<file path="config.mk">
export PLATFORM = sky130hd
export DESIGN_NAME = alu_uart_frontend
export DESIGN_NICKNAME = d
export VERILOG_FILES = /design/src/rtl/alu_uart_frontend_pkg.sv /design/src/rtl/alu_uart_frontend_rx.sv /design/src/rtl/alu_uart_frontend_tx.sv /design/src/rtl/alu_uart_frontend.sv
export SDC_FILE = /design/constraint.sdc
export NUM_CORES = 1
export LEC_CHECK = 0
export BUFFER_PORTS_ARGS = -buffer_cell sky130_fd_sc_hd__buf_2
export CORE_AREA = 2 2 114 61
export CTS_BUF_LIST = sky130_fd_sc_hd__clkbuf_8
export DETAILED_ROUTE_END_ITERATION = 8
export DIE_AREA = 0 0 116 63
export PLACE_DENSITY_LB_ADDON = 0.15
export SYNTH_ARGS = -nofsm -noshare
export SYNTH_HDL_FRONTEND = slang
export SYNTH_SLANG_ARGS = --single-unit
</file>
<file path="constraint.sdc">
create_clock -name clk -period 2.5 [get_ports clk]
set_input_delay 0.125 -clock clk [delete_from_list [all_inputs] [get_ports clk]]
set_output_delay 0.125 -clock clk [all_outputs]
set_load 0.005 [all_outputs]
</file>
<file path="src/rtl/alu_uart_frontend_pkg.sv">
// Shared encodings and command layout for the ALU UART front end.
package alu_uart_frontend_pkg;

  typedef enum logic [1:0] {R_IDLE, R_START, R_DATA, R_STOP} rx_state_t;
  typedef enum logic [1:0] {T_IDLE, T_START, T_DATA, T_STOP} tx_state_t;
  typedef enum logic [2:0] {M_IDLE, M_ISSUE, M_SETTLE, M_CAPTURE, M_SEND} main_state_t;

  // Command byte field positions (MSB of each field).
  localparam int A_MSB  = 7;
  localparam int B_MSB  = 5;
  localparam int OP_MSB = 3;

  // UART line level while idle / stop bit.
  localparam logic LINE_IDLE = 1'b1;

  typedef struct packed {
    logic [1:0] a;
    logic [1:0] b;
    logic [3:0] op;
  } cmd_t;

  // Split a received command byte into ALU operand/opcode fields.
  function automatic cmd_t unpack_cmd(input logic [7:0] raw);
    cmd_t c;
    c.a  = raw[A_MSB -: 2];
    c.b  = raw[B_MSB -: 2];
    c.op = raw[OP_MSB -: 4];
    return c;
  endfunction

endpackage

</file>
<file path="src/rtl/alu_uart_frontend_rx.sv">
// UART 8N1 receiver: 2-flop synchronizer, start-bit glitch filter,
// mid-bit sampling. Strobes are single-cycle and derived from registers.
module uart_rx_byte
  import alu_uart_frontend_pkg::*;
#(
  parameter int CLKS_PER_BIT = 434
) (
  input  logic       i_clk,
  input  logic       i_rst,
  input  logic       i_rx,
  output logic       o_valid,
  output logic [7:0] o_data,
  output logic       o_frame_err
);

  localparam int CW   = $clog2(CLKS_PER_BIT);
  localparam int HALF = CLKS_PER_BIT / 2;

  logic          r_meta;
  logic          r_sync;
  logic          r_sync_d;
  rx_state_t     r_state;
  logic [CW-1:0] r_cnt;
  logic [2:0]    r_bit;
  logic [7:0]    r_shift;
  logic          w_half;
  logic          w_bit_end;
  logic          w_stop_sample;

  assign w_half        = (r_cnt == CW'(HALF - 1));
  assign w_bit_end     = (r_cnt == CW'(CLKS_PER_BIT - 1));
  assign w_stop_sample = (r_state == R_STOP) && w_bit_end;
  assign o_valid       = w_stop_sample && r_sync;
  assign o_frame_err   = w_stop_sample && !r_sync;
  assign o_data        = r_shift;

  // Bring rx into the clock domain; r_sync_d gives the falling-edge history.
  always_ff @(posedge i_clk or posedge i_rst) begin
    // NOTE: non-blocking (<=) so every flop updates from pre-edge values;
    // blocking here would collapse the synchronizer chain into one stage.
    if (i_rst) begin
      r_meta   <= LINE_IDLE;
      r_sync   <= LINE_IDLE;
      r_sync_d <= LINE_IDLE;
    end else begin
      r_meta   <= i_rx;
      r_sync   <= r_meta;
      r_sync_d <= r_sync;
    end
  end

  // Receive FSM: detect start, confirm at half bit, shift 8 bits, sample stop.
  always_ff @(posedge i_clk or posedge i_rst) begin
    if (i_rst) begin
      r_state <= R_IDLE;
      r_cnt   <= '0;
      r_bit   <= '0;
      r_shift <= '0;
    end else begin
      r_cnt <= r_cnt + CW'(1);
      unique case (r_state)
        R_IDLE: begin
          r_cnt <= '0;
          if (r_sync_d && !r_sync) r_state <= R_START;
        end
        R_START: if (w_half) begin
          r_cnt   <= '0;
          r_bit   <= '0;
          r_state <= r_sync ? R_IDLE : R_DATA;
        end
        R_DATA: if (w_bit_end) begin
          r_cnt   <= '0;
          r_shift <= {r_sync, r_shift[7:1]};
          r_bit   <= r_bit + 3'd1;
          if (r_bit == 3'd7) r_state <= R_STOP;
        end
        R_STOP: if (w_bit_end) begin
          r_cnt   <= '0;
          r_state <= R_IDLE;
        end
      endcase
    end
  end

endmodule

</file>
<file path="src/rtl/alu_uart_frontend_tx.sv">
// UART 8N1 transmitter with a registered line output.
module uart_tx_byte
  import alu_uart_frontend_pkg::*;
#(
  parameter int CLKS_PER_BIT = 434
) (
  input  logic       i_clk,
  input  logic       i_rst,
  input  logic       i_start,
  input  logic [7:0] i_data,
  output logic       o_tx,
  output logic       o_done
);

  localparam int CW = $clog2(CLKS_PER_BIT);

  tx_state_t     r_state;
  logic [CW-1:0] r_cnt;
  logic [2:0]    r_bit;
  logic [7:0]    r_shift;
  logic          r_tx;
  logic          w_bit_end;

  assign w_bit_end = (r_cnt == CW'(CLKS_PER_BIT - 1));
  assign o_done    = (r_state == T_STOP) && w_bit_end;
  assign o_tx      = r_tx;

  // Transmit FSM: start bit, 8 data bits LSB first, stop bit.
  always_ff @(posedge i_clk or posedge i_rst) begin
    if (i_rst) begin
      r_state <= T_IDLE;
      r_cnt   <= '0;
      r_bit   <= '0;
      r_shift <= '0;
      r_tx    <= LINE_IDLE;
    end else begin
      r_cnt <= r_cnt + CW'(1);
      unique case (r_state)
        T_IDLE: begin
          r_cnt <= '0;
          if (i_start) begin
            r_shift <= i_data;
            r_tx    <= 1'b0;
            r_state <= T_START;
          end
        end
        T_START: if (w_bit_end) begin
          r_cnt   <= '0;
          r_bit   <= '0;
          r_tx    <= r_shift[0];
          r_state <= T_DATA;
        end
        T_DATA: if (w_bit_end) begin
          r_cnt <= '0;
          if (r_bit == 3'd7) begin
            r_tx    <= LINE_IDLE;
            r_state <= T_STOP;
          end else begin
            r_shift <= r_shift >> 1;
            r_tx    <= r_shift[1];
            r_bit   <= r_bit + 3'd1;
          end
        end
        T_STOP: if (w_bit_end) begin
          r_cnt   <= '0;
          r_state <= T_IDLE;
        end
      endcase
    end
  end

endmodule

</file>
<file path="src/rtl/alu_uart_frontend.sv">
// Host-side serial front end for the 2-bit ALU: one command byte in,
// one result byte out, with a single-entry hold buffer between them.
module alu_uart_frontend
  import alu_uart_frontend_pkg::*;
#(
  parameter int CLKS_PER_BIT  = 434,
  parameter int SETTLE_CYCLES = 2
) (
  input  logic       clk,
  input  logic       rst,
  input  logic       rx,
  output logic       tx,
  output logic [1:0] alu_a,
  output logic [1:0] alu_b,
  output logic [3:0] alu_op,
  input  logic [7:0] alu_result,
  output logic       busy,
  output logic       frame_err,
  output logic       overrun
);

  localparam int SW = $clog2(SETTLE_CYCLES + 1);

  logic          w_rx_valid;
  logic [7:0]    w_rx_data;
  logic          w_rx_err;
  logic          w_tx_start;
  logic          w_tx_done;
  logic          w_pop;
  logic          r_buf_full;
  logic [7:0]    r_buf_data;
  logic          r_frame_err;
  logic          r_overrun;
  main_state_t   r_state;
  cmd_t          r_cmd;
  cmd_t          r_alu_cmd;
  logic          r_busy;
  logic [SW-1:0] r_settle;

  uart_rx_byte #(.CLKS_PER_BIT(CLKS_PER_BIT)) u_rx (
    .i_clk       (clk),
    .i_rst       (rst),
    .i_rx        (rx),
    .o_valid     (w_rx_valid),
    .o_data      (w_rx_data),
    .o_frame_err (w_rx_err)
  );

  uart_tx_byte #(.CLKS_PER_BIT(CLKS_PER_BIT)) u_tx (
    .i_clk   (clk),
    .i_rst   (rst),
    .i_start (w_tx_start),
    .i_data  (alu_result),
    .o_tx    (tx),
    .o_done  (w_tx_done)
  );

  assign w_pop      = (r_state == M_IDLE) && r_buf_full;
  assign w_tx_start = (r_state == M_CAPTURE);
  assign alu_a      = r_alu_cmd.a;
  assign alu_b      = r_alu_cmd.b;
  assign alu_op     = r_alu_cmd.op;
  assign busy       = r_busy;
  assign frame_err  = r_frame_err;
  assign overrun    = r_overrun;

  // Hold buffer: a same-cycle pop frees the slot for the incoming byte.
  always_ff @(posedge clk or posedge rst) begin
    if (rst) begin
      r_buf_full  <= 1'b0;
      r_buf_data  <= '0;
      r_frame_err <= 1'b0;
      r_overrun   <= 1'b0;
    end else begin
      r_frame_err <= w_rx_err;
      r_overrun   <= w_rx_valid && r_buf_full && !w_pop;
      if (w_rx_valid && (!r_buf_full || w_pop)) begin
        r_buf_data <= w_rx_data;
        r_buf_full <= 1'b1;
      end else if (w_pop) begin
        r_buf_full <= 1'b0;
      end
    end
  end

  // Main sequencer: pop, drive ALU, let it settle, capture, wait for reply.
  always_ff @(posedge clk or posedge rst) begin
    if (rst) begin
      r_state   <= M_IDLE;
      r_cmd     <= '0;
      r_alu_cmd <= '0;
      r_busy    <= 1'b0;
      r_settle  <= '0;
    end else begin
      unique case (r_state)
        M_IDLE: if (w_pop) begin
          r_cmd   <= unpack_cmd(r_buf_data);
          r_state <= M_ISSUE;
        end
        M_ISSUE: begin
          r_alu_cmd <= r_cmd;
          r_busy    <= 1'b1;
          r_settle  <= '0;
          r_state   <= M_SETTLE;
        end
        M_SETTLE: begin
          if (r_settle == SW'(SETTLE_CYCLES - 1)) r_state <= M_CAPTURE;
          else                                    r_settle <= r_settle + SW'(1);
        end
        M_CAPTURE: r_state <= M_SEND;
        M_SEND: if (w_tx_done) begin
          r_busy  <= 1'b0;
          r_state <= M_IDLE;
        end
        default: r_state <= M_IDLE;
      endcase
    end
  end

endmodule
</file>
======== Word level (Yosys, flattened, before mapping) ========
Index checks and enable logic that the tools add are counted.
W data, S select, Z words.
cells by class
  reductions and logical operators ........ 36
  mux-type cells .......................... 44
  equal/unequal tests ..................... 31
  $add $sub $neg .......................... 5
operators with widths
  cell                   count
  $mux W9                3
  $pmux W9 S3            1
  $mux W2                12
  $mux W3                8
  $mux W8                3
  $ne A2 B1 Y1 const B   11
  $add A9 B1 Y9 const B  2
  $eq A9 B9 Y1 const B   2
  $pmux W9 S2            1
  $pmux W2 S4            2
  $pmux W8 S2            1
  $pmux W3 S5            1
  $pmux W3 S2            2
  $reduce_and A4 Y1      3
  $reduce_bool A2 Y1     6
  $reduce_and A5 Y1      2
  $eq A3 B3 Y1 const B   3
  $eq A9 B8 Y1 const B   1
  $logic_and A1 B1 Y1    9
  $eq A2 B2 Y1 const B   4
  $ne A2 B2 Y1 const B   4
  $reduce_and A2 Y1      4
  $mux W1                7
  $add A3 B1 Y3 const B  2
  other kinds (15)       22
storage, ports and cells
  logic and storage cells ................. 141
  output and inout port bits .............. 12
  input port bits ......................... 11
  register bits ........................... 81

======== Logic depth before layout (Yosys ltp) ========
Gate-level depths: netlist of the first run.
  word-level depth ........................ 5
  depth in mapped cells ................... 8
  mapped depth without buffers ............ 6

======== Modules after synthesis ========
From an unflattened synthesis of the first run, not the netlist that was laid out.
second synthesis, totals
  cell total of the unflattened synthesis .. 335
  area total of the unflattened synthesis .. 3,937.5 µm²
by module, submodules not included
  module             area an instance (µm²)  times used  cells an instance
  alu_uart_frontend  1,356.3                 1           93
  uart_tx_byte       1,350.0                 1           138
  uart_rx_byte       1,231.2                 1           104

======== Worst setup path before layout of the first run ========
No wires, ideal clock.
  path kind ............................... flip-flop to flip-flop
  start point ............................. reg u_tx.r_state[0]
  end point ............................... reg u_tx.r_shift[0]
  path slack .............................. 0.537 ns
  arrival ................................. 1.838 ns
  data required time ...................... 2.375 ns
  stages on the path, launching flop included .. 9
  buffers on the path ..................... 2
  library setup time ...................... 0.125 ns
  cell sequence ........................... dfrtp_1 -> inv_1 -> ha_1 -> clkbuf_1 -> inv_1 -> nor4_1 -> o21a_1 -> buf_2 -> mux2_2
on the way
  cells in the longest elaborated chain, start to end .. 3
  elaborated cells on any way between the ends .. 8
  those cells by class .................... 4 x eq/ne; 1 x mux; 3 x reduce/logical
ends and longest elaborated chain
  what                                                  line                        source
  start, declared                                       alu_uart_frontend_tx.sv:17  tx_state_t r_state;
  start signal, assigned                                alu_uart_frontend_tx.sv:31  r_state <= T_IDLE;
  start signal, assigned                                alu_uart_frontend_tx.sv:44  r_state <= T_START;
  start signal, assigned                                alu_uart_frontend_tx.sv:51  r_state <= T_DATA;
  $eq A2 B2 Y1 or $logic_not A2 Y1 (tied branches)      alu_uart_frontend_tx.sv:38  unique case (r_state)
  $ne A2 B2 Y1 (no line), or another cell as far along  n/a
  $reduce_and A4 Y1 (no line)                           n/a
  end signal, assigned                                  alu_uart_frontend_tx.sv:42  r_shift <= i_data;
  end signal, assigned                                  alu_uart_frontend_tx.sv:59  r_shift <= r_shift >> 1;
  end, declared                                         alu_uart_frontend_tx.sv:20  logic [7:0] r_shift;
Parallel ways exist; a longest one is shown, timed or not.
A chain may end at the register's enable or synchronous reset.

======== Final worst setup path of the first run ========
  start point ............................. reg u_tx.r_state[0]
  end point ............................... reg u_tx.r_shift[3]
The elaborated chain is that of the path after synthesis.

==> results of run 1 <==
[state kept, by name, summed over array words and instances (netlist names), 4 cells and up, named ones only]
signal	flops
u_tx.r_cnt	9
alu_op	4
r_buf_data	8
u_rx.r_cnt	9
u_tx.r_shift	8
r_cmd	8
u_rx.o_data	8
[worst max-delay path: cells and delay by family (launching register included)]
| family | cells | cell delay (ns) |
|---|---|---|
| fa+ha+maj | 1 | 0.31 |
| compound gates | 1 | 0.37 |
| simple gates | 1 | 0.29 |
| buf+inv | 2 | 0.23 |
| flops | 1 | 0.44 |
| mux | 1 | 0.38 |
[logic make-up after synthesis]
logic type / after synthesis
fa+ha+maj: 20
simple gates: 79
mux: 52
xor+xnor: 15
buf+inv: 29
compound gates: 35
flops: 81
[worst max-delay path by stage]
stage | startpoint | to | slack [ns] | depth (start not counted)
after floorplan | rst | asynchronous set/reset pin | 0.30 | 1
after global routing | u_tx.r_state[0] | u_tx.r_shift[0] | 0.15 | 6
after CTS | u_tx.r_state[0] | u_tx.r_shift[3] | 0.36 | 6
final | u_tx.r_state[0] | u_tx.r_shift[3] | 0.36 | 6
after global placement | u_tx.r_state[0] | u_tx.r_shift[3] | 0.45 | 6
after detailed placement | u_tx.r_state[0] | u_tx.r_shift[3] | 0.37 | 6
[through the flow]
stage          power (mW)   util  setup WS (ns)  instance area, sq um  instances
6_report             2.65  0.671          0.363                  4270        439
5_1_grt              2.78  0.671          0.151                  4270        439
4_1_cts              2.67  0.671          0.357                  4270        439
3_5_place_dp         1.74  0.638          0.365                  4060        421
3_3_place_gp         1.74  0.638          0.448                  4060        421
2_1_floorplan        1.66      -          0.302                  3840        311
[power groups by stage]
stage / Sequential [mW] / Clock, mW / Combinational (mW)
floorplan: 1.40 / 0 / 0.264
global placement: 1.41 / 0 / 0.333
detailed placement: 1.41 / 0 / 0.337
CTS: 1.38 / 0.942 / 0.344
global route: 1.39 / 1.01 / 0.386
finish: 1.38 / 0.923 / 0.346
[cell usage in the layout, fill, tap and decap left out, types with 2 or more instances in the layout]
master / n
dfrtp_1: 77
mux2_2: 48
nor2_1: 31
inv_1: 23
buf_2: 22
ha_1: 20
xnor2_1: 13
clkbuf_8: 9
nand2_1: 8
nand3_1: 7
o21ai_0: 6
nor3_1: 6
mux2i_1: 4
o2bb2ai_1: 4
a22o_1: 4
nand4_1: 4
dfstp_2: 4
nor4_1: 3
a21oi_1: 3
buf_4: 3
nand4bb_1: 2
nand2_2: 2
nor2b_1: 2
a21o_1: 2
xor2_1: 2
nand2b_1: 2
a41oi_1: 2
and3_1: 2
a21boi_0: 2
clkinvlp_4: 2
dlygate4sd3_1: 2
[metal layers]
| layer | wire length, um | part of all wire |
|---|---|---|
| met1 | 3870 | 0.56 |
| met2 | 2720 | 0.39 |
| met3 | 317 | 0.046 |
| met4 | 51 | 0.0073 |
| met5 | 0 | 0 |
[final cells by class]
class                   count  area share
clock buffers               9      0.0290
well taps                  92      0.0270
repair buffers             28      0.0405
flip-flops and latches     81       0.476
multi-input cells         201       0.393
inverters                  21      0.0188
clock inverters             7      0.0152
[timing repair]
action	4_1_cts	5_1_grt
hold buffers	2	0
endpoints found under the hold margin	25	0
gates resized for setup	0	0
buffers inserted	0	0
==> metrics.md, run 1 <==
| Metric | Value |
|---|---|
| MaxCap Viol Count | 0 |
| Final Wtd Congestion | 0.856 |
| Final TNS setup | 0 ns |
| CTS root buf | clkbuf_8 |
| Area of the die | 7310 sq um |
| ANT cells | 0 |
| Vias/cell | 5.49 |
| Post-synth EDFFs | 0 |
| Antenna Violating Nets Remaining | 0 |
| Max-slew violations | 0 |
| Fmax | 0.468 GHz |
| Most common cell in the netlist | dfrtp_1 |
| Critical R2R Capture | u_tx.r_shift[3] |
| Starting density of the core | 0.603 |
| Min Tclk post-route | 2.14 ns |
| HPWL after DPL | 5000 um |
| Layout filler cell count | 495 |
| Critical path class | flip-flop to flip-flop |
| CP required | 2.75 ns |
| Starting DRC count in detailed routing | 181 |
| Synth area leader | dfrtp_1 |
| Multi-input logic area | 1680 sq um |
| Switching power | 0.723 mW |
| Ys Warns | 0 |
| FF-to-FF Start | u_tx.r_state[0] |
| Post-Synthesis Cells | 311 |
| Final nets | 373 |
| Post-synthesis simple-gate area fraction | 0.113 |
| Number of global-route vias before repair | 2366 |
| Internal | 1.93 mW |
| Met2 Usage GRT | 0.277 |
| Crit-path max cell delay | 0.44 ns |
| Grt met1 use | 0.348 |
| CTS tree | yes |
| Largest family of logic cells by synthesized area | multiplexers |
| IO Count | 23 |
| Leakage | 2.03 nW |
| Die height | 63 um |
| FP Rows | 21 |
| Relative slew margins | 0.654 |
| Share of layout cells above drive strength 1 | 0.291 |
| Worst-Margin Slew | 0.517 ns |
| GRT Max-Usage Layer | met1 |
| Adder-cell area share of the yosys netlist | 0.0652 |
| Worst hold endpoint | u_tx.r_shift[7] |
| Yosys reg bits | 81 |
| Worst ir drop on vdd | 382 uV |
| Initial antenna violation count | 0 |
| IO buf count | 22 |
| Share of power burned in the clock network | 0.348 |
| Synth-to-Final Area Change | 11.3% |
| CTS sink cnt | 81 |
| Arrival time at the worst endpoint | 2.38 ns |
| Drt drc | 0 |
| Synth Area in Compound Gates | 0.0740 |
| Dominant synthesized flop cell | dfrtp_1 |
| Maximum clock insertion buffer count | 2 |
| Post-synth top cells | dfrtp_1 (77), mux2_2 (48), nor2_1 (31) |
| XOR/XNOR Fraction of Synth Area | 0.0342 |
| GRT Overall Usage | 0.216 |
| Most used cell, CP | inv_1 |
| Total congestion overflow | 0 |
| Register area share after synthesis | 0.530 |
| Largest cells by area after synthesis | dfrtp_1 (50%), mux2_2 (14%), ha_1 (6.5%) |
| Vias | 2409 |
| Total wire length | 6960 um |
| Synth unique cells | 52 |
| Sw Share | 0.273 |
| Fin. Hold Viols | 0 |
| Worst Min Path Start | alu_result[7] |
| Min-Delay Path Class | primary input to flip-flop |
| Final worst-path cycle share | 0.855 |
| Reg area | 2030 sq um |
| Crit end category | flip-flop |
| Worst Skew | 0.00788 ns |
| Largest net degree at the start of global routing | 55 |
| Worst-path clk slew | 0.08 ns |
| Worst-path cell chain | inv_1 > ha_1 > inv_1 > nor4_1 > o21a_1 > mux2_2 |
| RSZ-0062 raised after global routing | false |
| Core footprint | 6360 sq um |
| Htree depth | 3 |
| Part of the power in registers | 0.521 |
| Worst-skew pair later-pin latency | 0.36 ns |
| Final setup vio count | 0 |
| FF-to-FF path depth | 6 |
| Met3 usage | 0.0679 |
| Post-Syn Nets | 342 |
| Syn Area/Cell | 12.3 sq um |
| DR pass1 iterations | 4 |
| Synth Cell Area | 3840 sq um |
| Logic pwr share | 0.131 |
| Setup slack, reg-to-reg | 0.36 ns |
| Status | finished, final reports clean |
| Ys async rst share | 1.00 |
| Area fraction of the dominant cell type after synthesis | 0.502 |
| Slowest CP cell | dfrtp_1 |
| Die Width | 116 um |
| WL/cell | 15.9 um |
| Mux contribution to synthesized area | 0.151 |
| Hold Path Cell Cnt | 3 |
| Num CTS Buffers | 9 |
| Global-route wire length before repair | 11900 um |
| Startpoint Class | flip-flop |
| P per Cell Area | 621 nW/um^2 |
| Crit path max fanout | 8 |
| Hold slack | 0.0368 ns |
Power figures use the tool's default switching activity.
==> run 2, diff against run 1 <==
- ABC_CLOCK_PERIOD_IN_PS: default -> 2500
- CORE_AREA: 2 2 114 61 -> 2 2 86 80
- DIE_AREA: 0 0 116 63 -> 0 0 88 82
- SKIP_CTS_REPAIR_TIMING: default -> 1
==> run 2 against run 1 <==
- sequential power is essentially flat
- worst hold slack worse by 0.036 ns
- sequential share of layout area is 0.76 points lower
- first-iteration DRC count decreased by 41%
- die area shrank 1.3%
- clock-buffer cell count is the same
- highest routed layer unchanged
- total power is 10% higher
==> metrics.md, run 2 (same netlist as run 1, synthesis figures left out) <==
| Metric | Value |
|---|---|
| Starting DRC count in detailed routing | 107 (-41%) |
| Internal | 2.23 mW (+16%) |
| DP Worst Slack | 0.418 ns (+0.0524 ns) |
| Crit end category | flip-flop |
| Sw Share | 0.237 (-0.0359) |
| Die Width | 88 um (-24%) |
| IO buf count | 22 (unchanged) |
| Share of layout cells above drive strength 1 | 0.294 (+0.00288) |
| Logic pwr share | 0.111 (-0.020) |
| Max-slew violations | 0 (unchanged) |
| RSZ-0062 raised after global routing | false |
| Crit path max fanout | 8 (unchanged) |
| Most used cell, CP | ha_1 |
| Largest net degree at the start of global routing | 82 (+49%) |
| MaxCap Viol Count | 0 (unchanged) |
| Min Tclk post-route | 2.10 ns (-0.0366 ns) |
| CTS root buf | clkbuf_8 |
| Drt drc | 0 (unchanged) |
| Total congestion overflow | 0 (unchanged) |
| Htree depth | 3 (unchanged) |
| Most common cell after layout, fill and taps aside | dfrtp_1 |
| Arrival time at the worst endpoint | 2.34 ns (-0.04 ns) |
| Global-route wire length before repair | 10700 um (-10%) |
| Min-Delay Path Class | primary input to flip-flop |
| Crit-path max cell delay | 0.42 ns (-0.02 ns) |
| Final Wtd Congestion | 0.761 (-11%) |
| FP Rows | 28 (+33%) |
| Maximum clock insertion buffer count | 2 (unchanged) |
| Number of global-route vias before repair | 2294 (-3.0%) |
| Relative slew margins | 0.538 (-0.116) |
| DR pass1 iterations | 4 (unchanged) |
| Slowest CP cell | dfrtp_1 |
| Share of power burned in the clock network | 0.417 (+0.069) |
| Status | finished, final reports clean |
| Worst-path cell chain | ha_1 > ha_1 > nor4_1 > o21a_1 > mux2_2 |
| Area of the die | 7220 sq um (-1.3%) |
| CTS sink cnt | 81 (unchanged) |
| Total wire length | 6270 um (-10%) |
| ANT cells | 0 (unchanged) |
| Die height | 82 um (+30%) |
| Initial antenna violation count | 0 (unchanged) |
| HPWL after DPL | 4270 um (-14%) |
| IO Count | 23 (unchanged) |
| Final worst-path cycle share | 0.840 (-0.0147) |
| Startpoint Class | flip-flop |
| Vias | 2347 (-2.6%) |
| Core footprint | 6340 sq um (-0.28%) |
| Num CTS Buffers | 9 (unchanged) |
| Antenna Violating Nets Remaining | 0 (unchanged) |
| Most frequent cells in the layout | dfrtp_1 (77), mux2_2 (48), nor2_1 (31) |
| WL/cell | 14.3 um (-9.6%) |
| Worst Skew | 0.0114 ns (+0.00351 ns) |
| Worst ir drop on vdd | 552 uV (+45%) |
| CP required | 2.74 ns (about the same) |
| Final setup margin | 0.400 ns (+0.0366 ns) |
| Worst-path clk slew | 0.08 ns (about the same) |
| Critical path class | flip-flop to flip-flop |
| Final TNS setup | 0 ns (unchanged) |
| Vias/cell | 5.37 (-2.1%) |
| Starting density of the core | 0.605 (+0.00167) |
| Synth-to-Final Area Change | 13.0% |
| Worst-Margin Slew | 0.690 ns (+0.173 ns) |
| Regs by FF count | u_rx.r_cnt (9), u_tx.r_cnt (9) |
| Leakage | 2.07 nW (+1.8%) |
| Final setup vio count | 0 (unchanged) |
| Worst-skew pair later-pin latency | 0.36 ns (about the same) |
| GRT Overall Usage | 0.196 (-0.0196) |
| Part of the power in registers | 0.472 (-0.049) |
| Final nets | 373 (unchanged) |
| Fin. Hold Viols | 0 (unchanged) |
| Fmax | 0.476 GHz (+1.7%) |
| Setup slack, reg-to-reg | 0.40 ns (+0.04 ns) |
| Switching power | 0.693 mW (-4.2%) |
| CTS tree | yes |
| P per Cell Area | 674 nW/um^2 (+8.6%) |
==> run 2: changes by cell type in the layout (fill, tap and decap cells not counted) <==
cell / previous run / this run
inv_1: 23 / 22
bufinv_16: 1 / 4
clkinvlp_4: 2 / 0
==> run 2: final timing paths <==
check,startpoint,cells past startpoint,endpoint
max in group asynchronous,rst,4,u_tx.o_tx
hold / removal,alu_result[7],3,u_tx.r_shift[7]
hold reg to reg,u_rx.r_meta,0,u_rx.r_sync
setup / recovery,u_tx.r_bit[0],5,u_tx.r_shift[6]
min in group asynchronous,rst,4,u_tx.r_cnt[5]
setup reg to reg,u_tx.r_bit[0],5,u_tx.r_shift[6]
==> run 2: routing by layer <==
metal / global-route usage / part of all wire / vias up / routed length [um]
met1: 0.273 / 0.49 / 1153 / 3070
li1: - / - / 1152 / -
met5: 0 / 0 / - / 0
met3: 0.0603 / 0.031 / 11 / 197
met4: 0.0631 / 0.013 / 0 / 81
met2: 0.296 / 0.47 / 31 / 2920
==> run 2: area by class of cell <==
| cell class | instances | area (sq um) |
|---|---|---|
| inverters | 21 | 80.1 |
| multi-input cells | 201 | 1680 |
| fillers | 488 | 2000 |
| repair buffers | 28 | 173 |
| well taps | 90 | 113 |
| clock inverters | 7 | 136 |
| flip-flops and latches | 81 | 2030 |
| clock buffers | 9 | 124 |
==> run 2: power by group through the flow <==
| stage | Sequential (mW) | Clock (mW) | Combinational, mW |
|---|---|---|---|
| after floorplan | 1.40 | 0 | 0.264 |
| after global placement | 1.40 | 0 | 0.318 |
| after detailed placement | 1.41 | 0 | 0.322 |
| after CTS | 1.38 | 1.24 | 0.325 |
| after global routing | 1.39 | 1.28 | 0.377 |
| final | 1.38 | 1.22 | 0.324 |
==> run 2: critical path, delay by kind of cell, from the launching register on <==
kind,cells,cell delay [ns]
simple gates,1,0.34
mux,1,0.38
flops,1,0.42
compound gates,1,0.36
fa+ha+maj,2,0.48
==> run 2: through the flow <==
step	area, sq um	hold WS [ns]	power (mW)	cells	utilization
finish	4340	0.00101	2.92	437	0.684
global route	4340	0.0124	3.05	437	0.684
CTS	4320	-0.156	2.95	435	0.681
detailed placement	4060	0.232	1.73	419	0.640
global placement	4060	0.230	1.72	419	0.640
floorplan	3840	0.129	1.66	311	-
==> run 3, diff against run 2 <==
- ABC_CLOCK_PERIOD_IN_PS: 2500 -> 1700
- CORE_AREA: 2 2 86 80 -> 2 2 90 83
- DIE_AREA: 0 0 88 82 -> 0 0 92 85
- clock period: 2.5 -> 1.7 ns (I/O delays scaled with it)
==> run 3 against run 2 <==
- the flow now finishes with violations (negative hold slack, negative setup slack)
- die area rose by 8.4%
- routed wire length increased by 16%
- maximum frequency up 16%
- critical path depth is 2 higher
- clock-buffer cell count rose by 2
- non-clock buffer count grew 43
- sequential power grew 46%
- first-iteration DRC count down 22%
- worst setup slack got worse by 0.51 ns
- final cell count up 11%
- critical path type unchanged
- largest power group unchanged
==> metrics.md, run 3 (same netlist as run 1, synthesis figures left out) <==
| Metric | Value |
|---|---|
| Largest net degree at the start of global routing | 26 (-68%) |
| Arrival time at the worst endpoint | 2.04 ns (-0.30 ns) |
| Synth-to-Final Area Change | 25.5% |
| Starting density of the core | 0.556 (-0.0485) |
| Setup slack, reg-to-reg | -0.11 ns (-0.51 ns) |
| Starting DRC count in detailed routing | 83 (-22%) |
| MaxCap Viol Count | 0 (unchanged) |
| Fmax | 0.553 GHz (+16%) |
| Final nets | 417 (+12%) |
| Crit end category | flip-flop |
| Vias/cell | 5.27 (-1.8%) |
| Worst-skew pair later-pin latency | 0.35 ns (about the same) |
| Worst-Margin Slew | 0.580 ns (-0.110 ns) |
| Regs by FF count | u_rx.r_cnt (9), u_tx.r_cnt (9) |
| Worst-path clk slew | 0.08 ns (about the same) |
| IO buf count | 22 (unchanged) |
| Vias | 2553 (+8.8%) |
| CTS tree | yes |
| Min-Delay Path Class | primary input to flip-flop |
| Max-slew violations | 0 (unchanged) |
| Part of the power in registers | 0.469 (-0.003) |
| Min Tclk post-route | 1.81 ns (-0.293 ns) |
| Worst-path cell chain | buf_4 > ha_4 > and4bb_2 > nand2_2 > nor3b_4 > buf_12 > mux2_4 |
| WL/cell | 15.0 um (+4.9%) |
| Final setup margin | -0.107 ns (-0.507 ns) |
| Die Width | 92 um (+4.5%) |
| HPWL after DPL | 5010 um (+17%) |
| Most common cell after layout, fill and taps aside | dfrtp_1 |
| Htree depth | 3 (unchanged) |
| Post-Place Cells | 458 (+9.3%) |
| FP Rows | 29 (+3.6%) |
| Share of layout cells above drive strength 1 | 0.419 (+0.125) |
| Logic pwr share | 0.195 (+0.084) |
| Post-route cell area | 4820 sq um (+11%) |
| End point of the critical path | r_buf_data[6] |
| Die height | 85 um (+3.7%) |
| Internal | 3.13 mW (+41%) |
| Dpl cell area | 4380 sq um (+8.0%) |
| Final setup vio count | 23 (+23) |
| CTS root buf | clkbuf_8 |
| Global-route wire length before repair | 12000 um (+12%) |
| Number of global-route vias before repair | 2565 (+12%) |
| Failing checks | negative hold slack, negative setup slack |
| DR pass1 iterations | 5 (+1) |
| Crit path buf inv count | 2 (+2) |
| Crit. Startpoint | u_rx.r_cnt[0] |
| CP required | 1.93 ns (-0.81 ns) |
| Status | finished with violations |
| Maximum clock insertion buffer count | 2 (unchanged) |
| Final Wtd Congestion | 0.807 (+5.9%) |
| Core footprint | 6890 sq um (+8.7%) |
| CTS sink cnt | 81 (unchanged) |
| Critical R2R Capture | r_buf_data[6] |
| P per Cell Area | 892 nW/um^2 (+32%) |
| FF-to-FF Start | u_rx.r_cnt[0] |
| Worst ir drop on vdd | 709 uV (+28%) |
| Worst Skew | 0.0108 ns (-0.000586 ns) |
| Final worst-path cycle share | 1.06 (+0.223) |
| Fin. Hold Viols | 1 (+1) |
| Slowest CP cell | dfrtp_1 |
| Critical path class | flip-flop to flip-flop |
| CP Depth | 7 (+2) |
| FF-to-FF path depth | 7 (+2) |
| Startpoint Class | flip-flop |
| Total congestion overflow | 0 (unchanged) |
| Drt drc | 0 (unchanged) |
| Leakage | 2.31 nW (+12%) |
| Share of power burned in the clock network | 0.337 (-0.080) |
| IO Count | 23 (unchanged) |
| Crit path max-delay family | simple AND/OR/NAND/NOR gates |
| Hold slack | -0.0337 ns (-0.0347 ns) |
| GRT Overall Usage | 0.195 (-0.00146) |
| Initial antenna violation count | 0 (unchanged) |
| Relative slew margins | 0.613 (+0.0747) |
| Num CTS Buffers | 9 (unchanged) |
| ANT cells | 0 (unchanged) |
| Final cell count without fillers | 484 (+11%) |
| Antenna Violating Nets Remaining | 0 (unchanged) |
| Area of the die | 7820 sq um (+8.4%) |
| Most frequent cells in the layout | dfrtp_1 (77), buf_4 (43), mux2_2 (33) |
| RSZ-0062 raised after global routing | true |
| Crit-path max cell delay | 0.38 ns (-0.04 ns) |
| Worst Min Path Start | alu_result[7] |
| Sw Share | 0.271 (+0.0334) |
| Final TNS setup | -1.73 ns (-1.73 ns) |
| Total wire length | 7280 um (+16%) |
| Switching power | 1.16 mW (+68%) |
| Crit path max fanout | 8 (unchanged) |
[run 3: cell types whose count changed in the layout (fill, tap and decap cells not counted), sizes merged]
cell	delta
buf	+43
bufinv	-3
clkbuf	+2
clkinvlp	+2
a21o	+1
clkinv	-1
[run 3: worst min-delay path by stage]
stage / endpoint / cells past startpoint
finish: u_tx.r_shift[7] / 3
global route: u_tx.r_shift[7] / 3
CTS: alu_op[1] / 2
detailed placement: u_tx.r_cnt[5] / 2
global placement: u_tx.r_cnt[0] / 2
floorplan: u_rx.r_meta / 0
[run 3: metal layers]
layer,GRT usage,vias up,wire [um]
met4,0.0488,0,62
li1,-,1251,-
met5,0,-,0
met1,0.275,1260,3670
met3,0.0586,5,203
met2,0.299,37,3350
[run 3: power by group through the flow]
stage / Clock (mW) / Combinational, mW / Sequential [mW]
3_5_place_dp: 0 / 0.594 / 2.05
2_1_floorplan: 0 / 0.389 / 2.05
5_1_grt: 1.57 / 0.919 / 2.02
6_report: 1.45 / 0.837 / 2.01
4_1_cts: 1.49 / 0.601 / 2.01
3_3_place_gp: 0 / 0.589 / 2.05
[run 3: final cells by class]
type                    count  area, sq um
clock buffers              11          151
clock inverters             5         55.1
fillers                   503         2080
inverters                  21         85.1
multi-input cells         202         1850
flip-flops and latches     81         2030
well taps                  93          116
repair buffers             71          524
[run 3: metrics by stage]
stage / util / power, mW / setup WS, ns
4_1_cts: 0.665 / 4.10 / -0.136
5_1_grt: 0.699 / 4.51 / -0.184
2_1_floorplan: - / 2.44 / -0.0413
3_3_place_gp: 0.635 / 2.64 / -0.0281
3_5_place_dp: 0.635 / 2.64 / -0.0885
6_report: 0.699 / 4.30 / -0.107
[run 3: tightest hold or removal path: stages]
cell,delay [ns]
buf_2,0.08
nand3_1,0.05
o21ai_0,0.07
